$ cat src/rtl/fifo_axis_rd_master.sv
// fifo_axis_rd_master: read side of sync_fifo presented as an AXI4-Stream master.
// A 2-entry skid buffer hides the FIFO's one-cycle registered read latency, so the
// stage sustains one beat per clock while m_tready stays high.
// Optional feature macro: AXIS_TLAST_EN (tlast every BURST_LEN beats; otherwise tlast=0).
module fifo_axis_rd_master #(
    parameter int WIDTH     = 128,
    parameter int BURST_LEN = 16
) (
    input  logic             clk,
    input  logic             rst,
    input  logic             enable,
    input  logic             fifo_empty,
    output logic             fifo_rd_en,
    input  logic [WIDTH-1:0] fifo_rd_data,
    output logic             m_tvalid,
    input  logic             m_tready,
    output logic [WIDTH-1:0] m_tdata,
    output logic             m_tlast,
    output logic             busy
);

    localparam int CNT_W = (BURST_LEN > 1) ? $clog2(BURST_LEN) : 1;
    localparam logic [CNT_W-1:0] LAST_BEAT = CNT_W'(BURST_LEN - 1);

    logic [WIDTH-1:0] skid_q [2];
    logic [WIDTH-1:0] skid_d [2];
    logic             head_q, head_d;
    logic [1:0]       occ_q, occ_d;
    logic             inflight_q, inflight_d;

    logic             pop;
    logic [1:0]       occ_after_pop;
    logic [2:0]       pending;
    logic             wr_slot;

    // Stream outputs and the read-issue decision; tready reaches rd_en combinationally
    // so a pop in this cycle frees a slot for a read issued in the same cycle.
    always_comb begin
        m_tvalid   = (occ_q != 2'd0);
        pop        = m_tvalid & m_tready;
        m_tdata    = skid_q[head_q];
        busy       = (occ_q != 2'd0) | inflight_q;
        // Words already owned by this stage (buffered + in flight) once this pop completes.
        pending    = {1'b0, occ_q} + {2'b00, inflight_q} - {2'b00, pop};
        fifo_rd_en = ~rst & enable & ~fifo_empty & (pending < 3'd2);
    end

    // Next-state: advance head on pop, land the in-flight word in the tail slot.
    always_comb begin
        // NOTE: combinational blocks use blocking '=' and give every output a default
        // first (here, copy of current state) so no latch is inferred on any path.
        skid_d        = skid_q;
        occ_after_pop = occ_q - {1'b0, pop};
        head_d        = head_q ^ pop;
        // Tail slot after this cycle's pop; occ_after_pop is 0 or 1 whenever a capture occurs.
        wr_slot       = head_d ^ occ_after_pop[0];
        if (inflight_q) begin
            skid_d[wr_slot] = fifo_rd_data;
        end
        occ_d      = occ_after_pop + {1'b0, inflight_q};
        inflight_d = fifo_rd_en;
    end

    // State registers with synchronous reset; reset discards buffered and in-flight words.
    always_ff @(posedge clk) begin
        // NOTE: sequential state uses non-blocking '<=' so every register samples
        // pre-edge values regardless of statement order.
        if (rst) begin
            // NOTE: the buffer storage is reset because m_tdata reads it directly and
            // must show zero out of reset; it is only two words, so this is cheap.
            skid_q[0]  <= '0;
            skid_q[1]  <= '0;
            head_q     <= 1'b0;
            occ_q      <= 2'd0;
            inflight_q <= 1'b0;
        end else begin
            skid_q     <= skid_d;
            head_q     <= head_d;
            occ_q      <= occ_d;
            inflight_q <= inflight_d;
        end
    end

`ifdef AXIS_TLAST_EN
    logic [CNT_W-1:0] beat_cnt_q, beat_cnt_d;

    // Packet beat counter: advances on each accepted beat, wraps after BURST_LEN beats.
    always_comb begin
        beat_cnt_d = beat_cnt_q;
        if (pop) begin
            beat_cnt_d = (beat_cnt_q == LAST_BEAT) ? '0 : beat_cnt_q + 1'b1;
        end
    end

    // Beat counter register.
    always_ff @(posedge clk) begin
        if (rst) begin
            beat_cnt_q <= '0;
        end else begin
            beat_cnt_q <= beat_cnt_d;
        end
    end

    assign m_tlast = m_tvalid & (beat_cnt_q == LAST_BEAT);
`else
    logic unused_last_beat;

    assign unused_last_beat = ^LAST_BEAT;
    assign m_tlast          = 1'b0;
`endif

endmodule
$ cat config.mk
export PLATFORM = sky130hd
export DESIGN_NAME = fifo_axis_rd_master
export DESIGN_NICKNAME = d
export VERILOG_FILES = /design/src/rtl/fifo_axis_rd_master.sv
export SDC_FILE = /design/constraint.sdc
export NUM_CORES = 1
export LEC_CHECK = 0
export ABC_CLOCK_PERIOD_IN_PS = 2000
export BUFFER_PORTS_ARGS = -buffer_cell sky130_fd_sc_hd__buf_2
export CAP_MARGIN = 20
export CORE_UTILIZATION = 40
export DETAILED_ROUTE_END_ITERATION = 10
export PLACE_DENSITY_LB_ADDON = 0.15
export SLEW_MARGIN = 20
export SYNTH_ARGS = -nofsm -noshare
export SYNTH_HDL_FRONTEND = slang
export SYNTH_SLANG_ARGS = --single-unit
$ cat constraint.sdc
create_clock -name clk -period 2 [get_ports clk]
set_input_delay 0.2 -clock clk [delete_from_list [all_inputs] [get_ports clk]]
set_output_delay 0.2 -clock clk [all_outputs]
set_load 0.02 [all_outputs]
==> impl_results.md, run 1 <==
* Syn Area/Cell at between 10 and 15 um2
* DRT Pass-1 Iters at 4
* Synthesis Warnings at 0
* Core area at approximately 0.03 mm2
* Top FF cell, synth: dfxtp_1
* Failing checks: setup timing
* Async S/R FF share, synth at 0
* Initial core utilization at 0.410
* Total power at between 10 and 15 mW
* Worst Skew at roughly 6.7 ps
* R2R Path End: skid_q[51]
* Die Span Y at roughly 180 um
* Core Rows at 63
* WP depth at 6
* Fin. Hold Viols at 0
* HP Class: primary input to register
* CP cell instances: o21ai_2, nor2_1, fa_1, nand2_2, nor4_2, buf_2
* I/O Buffers at ~260
* Area contributors post-synth: dfxtp_1, mux2i_1, nand2b_1, mux2_2, clkbuf_1
* CP max FO at 2
* Total length of routed wires at 31600 um
* Pwr dens at between 700 and 800 mW/mm2
* Most frequent cell after synthesis: nand2b_1
* Status: finished with violations
* Tcrit/Tclk final at 1.12
* Register area share after synthesis at 0.425
* Post-Place Cell Area at 0.0140 mm2
* Finished Layout Cells at 1948
* Final worst setup slack at -245 ps
* RSZ-0062 raised after global routing: true
* Setup TNS at -2960 ps
* F_max at ~0.45 GHz
* Worst-path clk slew at 60 ps
* Global Route Usage Sum at 0.198
* Maximum clock insertion buffer count at 3
* Flops & latches, synth at 260
* Max-cap viol count at 0
* Yosys top cell by area: dfxtp_1
* Antenna-violating nets left at 0
* Grt total ovfl at 0
* Reg2reg start: head_q
* FF-to-FF path depth at 6
* Setup violations, final at 36
* Clock root cell: clkbuf_16
* Final core occ at 0.602
* Critical-path top delay cell: fa_1
* ANT cells at 0
* Die W at between 150 and 200 um
* Yosys cell types at 23
* Initial antenna violation count at 0
* Leakage Power at 7.99 nW
* Post-route minimum period at approximately 2200 ps
* Hpwl dp at ~18000 um
* Iteration-0 DRC Markers at 360
* Delay-heaviest family, CP: adder cells
* Synth cell count leaders: nand2b_1, dfxtp_1, mux2i_1
* Via density at around 4.7
* H-Tree Depth at 1
* CTS tree: done
* Share of layout cells above drive strength 1 at 0.324
* Critical Path End: fifo_rd_en
* FILL cells at between 2000 and 2500
* Area growth from synthesis to layout at 47.1%
* Sequential Area at around 0.0052 mm2
* Nets at between 1500 and 2000
* CP endpoint kind: output port
* DIE AREA at between 0.03 and 0.04 mm2
* Worst Setup SP: occ_q[1]
* Worst vdd ir at 0.000571 V
* Design area at approximately 0.018 mm2
* First-pass GRT wire length at slightly above 50000 um
* Reg2Reg Setup Slack at approximately 120 ps
* Crit path kind: register to output port
* Total CTS buffers at 30
* Worst path max stage delay at around 520 ps
* Critical path data required time at around 1800 ps
* Vias in the first global route at a little under 10000
* Buf+Inv Stages, Crit Path at 1
* Hold slack final at 117 ps
* Drt wl/cell at ~16 um
* Cell count after synthesis at 1146
* Pin count of the biggest net entering global routing at 128
* Number of flops mapped to enable cells by yosys at 0
* Synthesized Nets at about 1300
* Vias post-DR at slightly above 9000
* Slew @ Worst Pin at 706 ps
* Synth top area share at 0.425
* Slew headroom at 0.529
* Synth Cell Area at around 0.012 mm2
* Clock sink count at 260
* Io pins at between 200 and 300
* Worst slack, placed at between 200 and 250 ps
* DRC errors left at 0
* Startpoint types: register
* Arrival time at the worst endpoint at between 2000 and 2500 ps
* Gp weighted congestion at 0.726
* Inst Count DP at roughly 1700
* Clk Latency, worst-skew pair at 540 ps
* Area occupied by multi-input gates at roughly 0.0070 mm2
* Final max-slew violation count at 0
## power breakdown
group / total (mW) / switching [mW] / internal [mW]
combinational: 1.67 / 0.714 / 0.961
clock: 5.94 / 2.24 / 3.70
sequential: 5.38 / 0.0693 / 5.31
total: 13.0 / 3.02 / 9.97
## state kept, by name, summed over array words and instances, names as in the netlist
signal	cells
head_q	1
inflight_q	1
occ_q	2
skid_q	256
## how the worst min path moves through the flow
stage,startpoint,to,slack (ps),cells after the start
floorplan,fifo_empty,inflight_q,280,1
global placement,fifo_empty,inflight_q,410,2
detailed placement,fifo_empty,inflight_q,410,2
CTS,m_tready,head_q,90,5
global route,m_tready,head_q,120,5
finish,m_tready,head_q,120,5
## placed cells by master, fill, tap and decap left out, drive strengths merged
cell type    count
xnor2            1
fa               1
nor4             2
nor2             2
conb             1
dfxtp          260
nand2b         384
o21ai            2
mux2           128
clkbuf          44
clkinv           6
nor2b            2
or2              1
bufinv           5
xor2             4
nand2            5
and2             2
a21oi            1
ha               1
buf            313
inv              3
or3              2
mux2i          257
clkinvlp         1
dlygate4sd3    130
## final cells by class
class,count,area share
Timing Repair Buffer,445,0.232
Multi-Input combinational cell,796,0.390
Clock buffer,42,0.0487
Inverter,1,0.000209
Tap cell,390,0.0271
Sequential cell,260,0.290
Clock inverter,14,0.0116
## tightest hold or removal path, cell delays in order
cell,delay (ps)
buf_2,130
o21ai_2,70
buf_4,110
xor2_1,50
nor2_1,70
## per-layer routing
layer,up-vias,share of wire,track usage
met1,4306,0.45,0.249
li1,4589,-,-
met5,-,0,0
met3,49,0.051,0.0425
met4,0,0.025,0.0550
met2,192,0.48,0.340
## cell families after synthesis
family,synth area share
simple gates,0.203
mux,0.328
flops,0.425
buf+inv,0.0359
xor+xnor,0.00358
compound gates,0.00123
fa+ha+maj,0.00266
other cells,0.000306
## timing repair
item | 4_1_cts | 5_1_grt
hold buffers | 130 | 0
setup endpoints to repair | 106 | 125
cloned | 12 | 2
buffers inserted | 14 | 11
pin swaps | 1 | 0
gates resized for setup | 247 | 136
hold endpoints to repair | 257 | 0
Power figures use the tool's default switching activity.
==> inputs of run 2 (changes only) <==
- CORE_UTILIZATION: 40 -> 45
==> run 2 against run 1 <==
  * Highest routed layer unchanged
  * Final area down 5.8%
  * Largest cell class unchanged
  * Worst setup slack better by 15 ps
  * Worst hold slack worse by 71 ps
  * The run still ends with setup timing left
  * Flip-flop and latch count unchanged
  * Count of clock-buffer cells in the layout up 2
  * Critical path depth unchanged
  * Wire length down 3.9%
  * Register-to-register slack better by 70 ps
  * Sequential power about the same
==> impl_results.md, run 2 (synthesis gave the netlist of run 1 again) <==
* Worst-path clk slew at 50 ps (about the same)
* Status: finished with violations
* Via density at 4.84 (+3.2%)
* Area occupied by multi-input gates at 0.00671 mm2 (-4.4%)
* Die Span Y at 167 um (-5.7%)
* Clock power share at 0.430 (-0.027)
* Most common cell after layout, fill and taps aside: nand2b_1
* Register with the most flip-flops: skid_q
* Most frequent cells in the layout: nand2b_1, dfxtp_1, mux2i_1
* Pwr dens at 715 mW/mm2 (-0.95%)
* Antenna-violating nets left at 0 (unchanged)
* Inst Count DP at 1681 (-3.0%)
* Finished Layout Cells at 1881 (-3.4%)
* Post-route minimum period at 2230 ps (-15.0 ps)
* Initial antenna violation count at 0 (unchanged)
* Reg2reg start: head_q
* Max-cap viol count at 0 (unchanged)
* CP endpoint kind: output port
* Min-Delay Startpoint: enable
* Combinational Power Share at 0.127 (-0.002)
* CTS tree: done
* Total CTS buffers at 29 (-3.3%)
* Vias post-DR at 9104 (-0.35%)
* Max reg flops at 256 (unchanged)
* Pin count of the biggest net entering global routing at 109 (-15%)
* FF-to-FF path depth at 6 (unchanged)
* R2R Path End: skid_q[187]
* Fin. Hold Viols at 0 (unchanged)
* Drt wl/cell at 16.2 um (-0.51%)
* Initial core utilization at 0.464 (+0.0547)
* ANT cells at 0 (unchanged)
* Regs by FF count: skid_q (256), occ_q (2)
* Maximum clock insertion buffer count at 3 (unchanged)
* Share of layout cells above drive strength 1 at 0.318 (-0.00589)
* Crit path kind: register to output port
* First-pass GRT wire length at 47400 um (-5.9%)
* Sequential Area at 0.00521 mm2 (about the same)
* DIE AREA at 0.0279 mm2 (-11%)
* Final max-slew violation count at 0 (unchanged)
* Vias in the first global route at 9482 (-2.4%)
* RSZ-0062 raised after global routing: true
* Internal at 9.27 mW (-7.0%)
* DRT Pass-1 Iters at 4 (unchanged)
* Arrival time at the worst endpoint at 2030 ps (-20 ps)
* Slew @ Worst Pin at 681 ps (-24.9 ps)
* HP Class: primary input to register
* Clock root cell: clkbuf_16
* Final worst setup slack at -230 ps (+15.0 ps)
* CP cell instances: xor2_1, nand2_1, fa_1, nand2_2, nor4_2, buf_4
* Core area at 0.0264 mm2 (-12%)
* FILL cells at 2060 (-16%)
* Sequential Power Share at 0.443 (+0.029)
* Startpoint types: register
* Hpwl dp at 17900 um (about the same)
* Slew headroom at 0.546 (+0.0166)
* Worst Skew at 19.4 ps (+12.8 ps)
* Leakage Power at 7.74 nW (-3.2%)
* Design area at 0.0170 mm2 (-5.8%)
* H-Tree Depth at 1 (unchanged)
* Total length of routed wires at 30400 um (-3.9%)
* Setup violations, final at 1 (-97%)
* Worst path max stage delay at 500 ps (-20 ps)
* CP max FO at 3 (+1)
* Critical-path top delay cell: fa_1
* WHS Path Cells at 4 (-1)
* Clock sink count at 260 (unchanged)
* Iteration-0 DRC Markers at 433 (+20%)
* Tcrit/Tclk final at 1.12 (-0.00749)
* Nets at 1659 (-0.60%)
* Gp weighted congestion at 0.726 (about the same)
* Global Route Usage Sum at 0.205 (+0.00614)
* Die W at 167 um (-5.7%)
* Setup TNS at -230 ps (+2730 ps)
* Area growth from synthesis to layout at 38.6%
* Core Rows at 59 (-6.3%)
* Failing checks: setup timing
* Io pins at 265 (unchanged)
* Worst vdd ir at 0.000512 V (-10%)
* Post-Place Cell Area at 0.0140 mm2 (+0.12%)
* Critical path data required time at 1800 ps (about the same)
* Grt total ovfl at 0 (unchanged)
* Hold slack final at 46.0 ps (-70.9 ps)
* F_max at 0.448 GHz (+0.67%)
* Reg2Reg Setup Slack at 190 ps (+70 ps)
* Sw Share at 0.235 (+0.00293)
* Clk Latency, worst-skew pair at 530 ps (about the same)
* Sw Pwr at 2.85 mW (-5.5%)
* Worst Hold End: inflight_q
* I/O Buffers at 263 (unchanged)
* DRC errors left at 0 (unchanged)
## run 2: what timing repair did
action                                  4_1_cts  5_1_grt
endpoints found under the setup margin      121      117
gates resized for setup                      54       84
hold buffers                                129        0
setup buffers                                10        0
gates cloned                                  5        7
pin swaps                                     3        0
hold endpoints to repair                    257        0
## run 2: per-stage QoR
step	total power [mW]	setup slack, ps	util
5_1_grt	12.6	-336	0.643
4_1_cts	12.2	-277	0.632
2_1_floorplan	6.27	9.78	-
3_5_place_dp	6.68	202	0.531
6_report	12.1	-230	0.643
3_3_place_gp	6.67	239	0.531
## run 2: layer usage
layer  track usage  wire length, um  vias up
met5             0                0        -
met4        0.0459              528        0
met3        0.0440             1510       38
met2         0.359            14400      197
met1         0.255            14000     4292
li1              -                -     4577
## run 2: worst max path at each step
stage	cells past startpoint	slack, ps	to	from
2_1_floorplan	6	10	fifo_rd_en	occ_q[0]
3_3_place_gp	6	240	fifo_rd_en	occ_q[0]
3_5_place_dp	6	200	fifo_rd_en	occ_q[0]
4_1_cts	6	-280	fifo_rd_en	inflight_q
5_1_grt	6	-340	fifo_rd_en	inflight_q
6_report	6	-230	fifo_rd_en	inflight_q
## run 2: power by group through the flow
stage          logic [mW]  clock network [mW]  registers [mW]
5_1_grt              1.64                5.55            5.38
3_3_place_gp         1.18                   0            5.48
3_5_place_dp         1.19                   0            5.48
4_1_cts              1.48                5.35            5.37
6_report             1.53                5.22            5.37
2_1_floorplan       0.806                   0            5.46
## run 2: cell type report
cell class / instances / share of cell area
well taps: 335 / 0.0247
repair buffers: 436 / 0.216
clock inverters: 9 / 0.00413
clock buffers: 44 / 0.0514
inverters: 1 / 0.000221
multi-input cells: 796 / 0.396
flip-flops and latches: 260 / 0.307
## run 2: worst max-delay path: cells and delay by family, from the launching register on
kind	cells	cell delay (ps)
buf+inv	1	180
fa+ha+maj	1	500
xor+xnor	1	150
flops	1	340
simple gates	3	340
==> inputs of run 3 (changes only) <==
==> constraint.sdc (replaced) <==
create_clock -name clk -period 2 [get_ports clk]
set_input_delay 0.2 -clock clk [delete_from_list [all_inputs] [get_ports clk]]
set_output_delay 0.2 -clock clk [all_outputs]
set_load 0.01 [all_outputs]
==> run 3 against run 2 <==
  * The run still ends with setup timing left
  * Combinational power hardly changed
  * Highest routed layer unchanged
  * Sequential share of layout area fell by 0.93 points
  * Critical path type unchanged
  * Wire length grew 6.0%
==> impl_results.md, run 3 (synthesis gave the netlist of run 1 again) <==
* Status: finished with violations
* Failing checks: setup timing
* Critical-path top delay cell: fa_1
* Max reg flops at 256 (unchanged)
* Clock sink count at 260 (unchanged)
* Via density at 4.88 (+0.89%)
* Worst vdd ir at 0.000704 V (+38%)
* Startpoint types: register
* Total power at 12.0 mW (-0.75%)
* Vias post-DR at 9229 (+1.4%)
* Tcrit/Tclk final at 1.12 (about the same)
* Worst path max stage delay at 500 ps (about the same)
* Final max-slew violation count at 0 (unchanged)
* RSZ-0062 raised after global routing: true
* Clock root cell: clkbuf_16
* Arrival time at the worst endpoint at 2030 ps (about the same)
* Area growth from synthesis to layout at 42.9%
* Final worst setup slack at -231 ps (-0.282 ps)
* DRC errors left at 0 (unchanged)
* H-Tree Depth at 1 (unchanged)
* Finished Layout Cells at 1890 (+0.48%)
* Gp weighted congestion at 0.763 (+5.1%)
* Grt total ovfl at 0 (unchanged)
* CP cell instances: buf_4, nor2_1, fa_1, nand2_1, nor4_1, buf_2
* Nets at 1667 (+0.48%)
* CP endpoint kind: output port
* DRT Pass-1 Iters at 4 (unchanged)
* First-pass GRT wire length at 48100 um (+1.6%)
* Leakage Power at 7.88 nW (+1.8%)
* Hpwl dp at 17700 um (-0.77%)
* Die Span Y at 167 um (unchanged)
* HP Class: primary input to register
* Crit path kind: register to output port
* I/O Buffers at 263 (unchanged)
* Inst Count DP at 1681 (unchanged)
* Register with the most flip-flops: skid_q
* CP max FO at 6 (+3)
* Slew headroom at 0.529 (-0.0164)
* Worst-path clk slew at 60 ps (about the same)
* DIE AREA at 0.0279 mm2 (unchanged)
* Io pins at 265 (unchanged)
* Initial core utilization at 0.464 (unchanged)
* Maximum clock insertion buffer count at 3 (unchanged)
* Core area at 0.0264 mm2 (unchanged)
* F_max at 0.448 GHz (about the same)
* Slew @ Worst Pin at 706 ps (+24.5 ps)
* Total length of routed wires at 32200 um (+6.0%)
* Critical path data required time at 1800 ps (about the same)
* Drt wl/cell at 17.0 um (+5.5%)
* Worst Skew at 6.14 ps (-13.3 ps)
* Core Rows at 59 (unchanged)
* Max-cap viol count at 0 (unchanged)
* Vias in the first global route at 9467 (-0.16%)
* Pin count of the biggest net entering global routing at 106 (-2.8%)
* Post-route minimum period at 2230 ps (+0.282 ps)
* Regs by FF count: skid_q (256), occ_q (2)
* Total CTS buffers at 29 (unchanged)
* CTS tree: done
* Share of layout cells above drive strength 1 at 0.316 (-0.00228)
* Pwr dens at 688 mW/mm2 (-3.8%)
* Antenna-violating nets left at 0 (unchanged)
* Setup violations, final at 10 (+9)
* Global Route Usage Sum at 0.209 (+0.00478)
* Most frequent cells in the layout: nand2b_1, dfxtp_1, mux2i_1
* Iteration-0 DRC Markers at 397 (-8.3%)
* Clk Latency, worst-skew pair at 540 ps (about the same)
* Fin. Hold Viols at 0 (unchanged)
* Die W at 167 um (unchanged)
* Initial antenna violation count at 1 (+1)
* Most common cell after layout, fill and taps aside: nand2b_1
## run 3: through the flow
stage / setup TNS [ps] / hold WS (ps) / instance area (um2) / setup WS, ps / utilization
3_3_place_gp: 0 / 401 / 13900 / 215 / 0.529
6_report: -305 / 122 / 17500 / -231 / 0.664
5_1_grt: -2100 / 146 / 17500 / -320 / 0.664
2_1_floorplan: 0 / 278 / 12200 / 71.9 / -
3_5_place_dp: 0 / 395 / 13900 / 213 / 0.529
4_1_cts: -2740 / 101 / 16500 / -266 / 0.627
## run 3: layout make-up
cell class | instances | area (um2)
Fill cell | 2064 | 8860
Antenna cell | 1 | 2.50
Tap cell | 335 | 419
Multi-Input combinational cell | 796 | 6950
Clock buffer | 50 | 895
Inverter | 1 | 3.75
Clock inverter | 3 | 21.3
Sequential cell | 260 | 5210
Timing Repair Buffer | 444 | 3990
## run 3: worst paths after layout
kind	slack [ps]	startpoint	end	depth (start not counted)
worst max-delay path	-230	inflight_q	fifo_rd_en	6
worst min-delay path	120	m_tready	head_q	5
worst max register to register	80	head_q	skid_q[176]	6
worst min register to register	470	skid_q[126]	skid_q[126]	2
## run 3: report_power, final
part	switching, mW	total, mW	internal, mW
clock	2.09	5.10	3.01
combinational	0.635	1.55	0.920
sequential	0.0715	5.38	5.31
total	2.80	12.0	9.23
## run 3: per-layer routing
layer  routed length, um  GRT usage  vias to the layer above
met5                   0    0.00174                        -
met3                1640     0.0497                       56
met1               14700      0.256                     4367
li1                    -          -                     4588
met4                 815     0.0656                        0
met2               15100      0.361                      218
## run 3: critical path: cells and delay by family, from the launching register on
kind          cells  cell delay [ps]
simple gates      3              330
flops             1              350
buf+inv           2              320
fa+ha+maj         1              500
## run 3: timing repair
| action | CTS | global route |
|---|---|---|
| setup buffers | 5 | 2 |
| hold buffers | 130 | 0 |
| endpoints found under the hold margin | 257 | 0 |
| gates resized for setup | 40 | 147 |
| endpoints found under the setup margin | 88 | 117 |
| gates cloned | 5 | 13 |
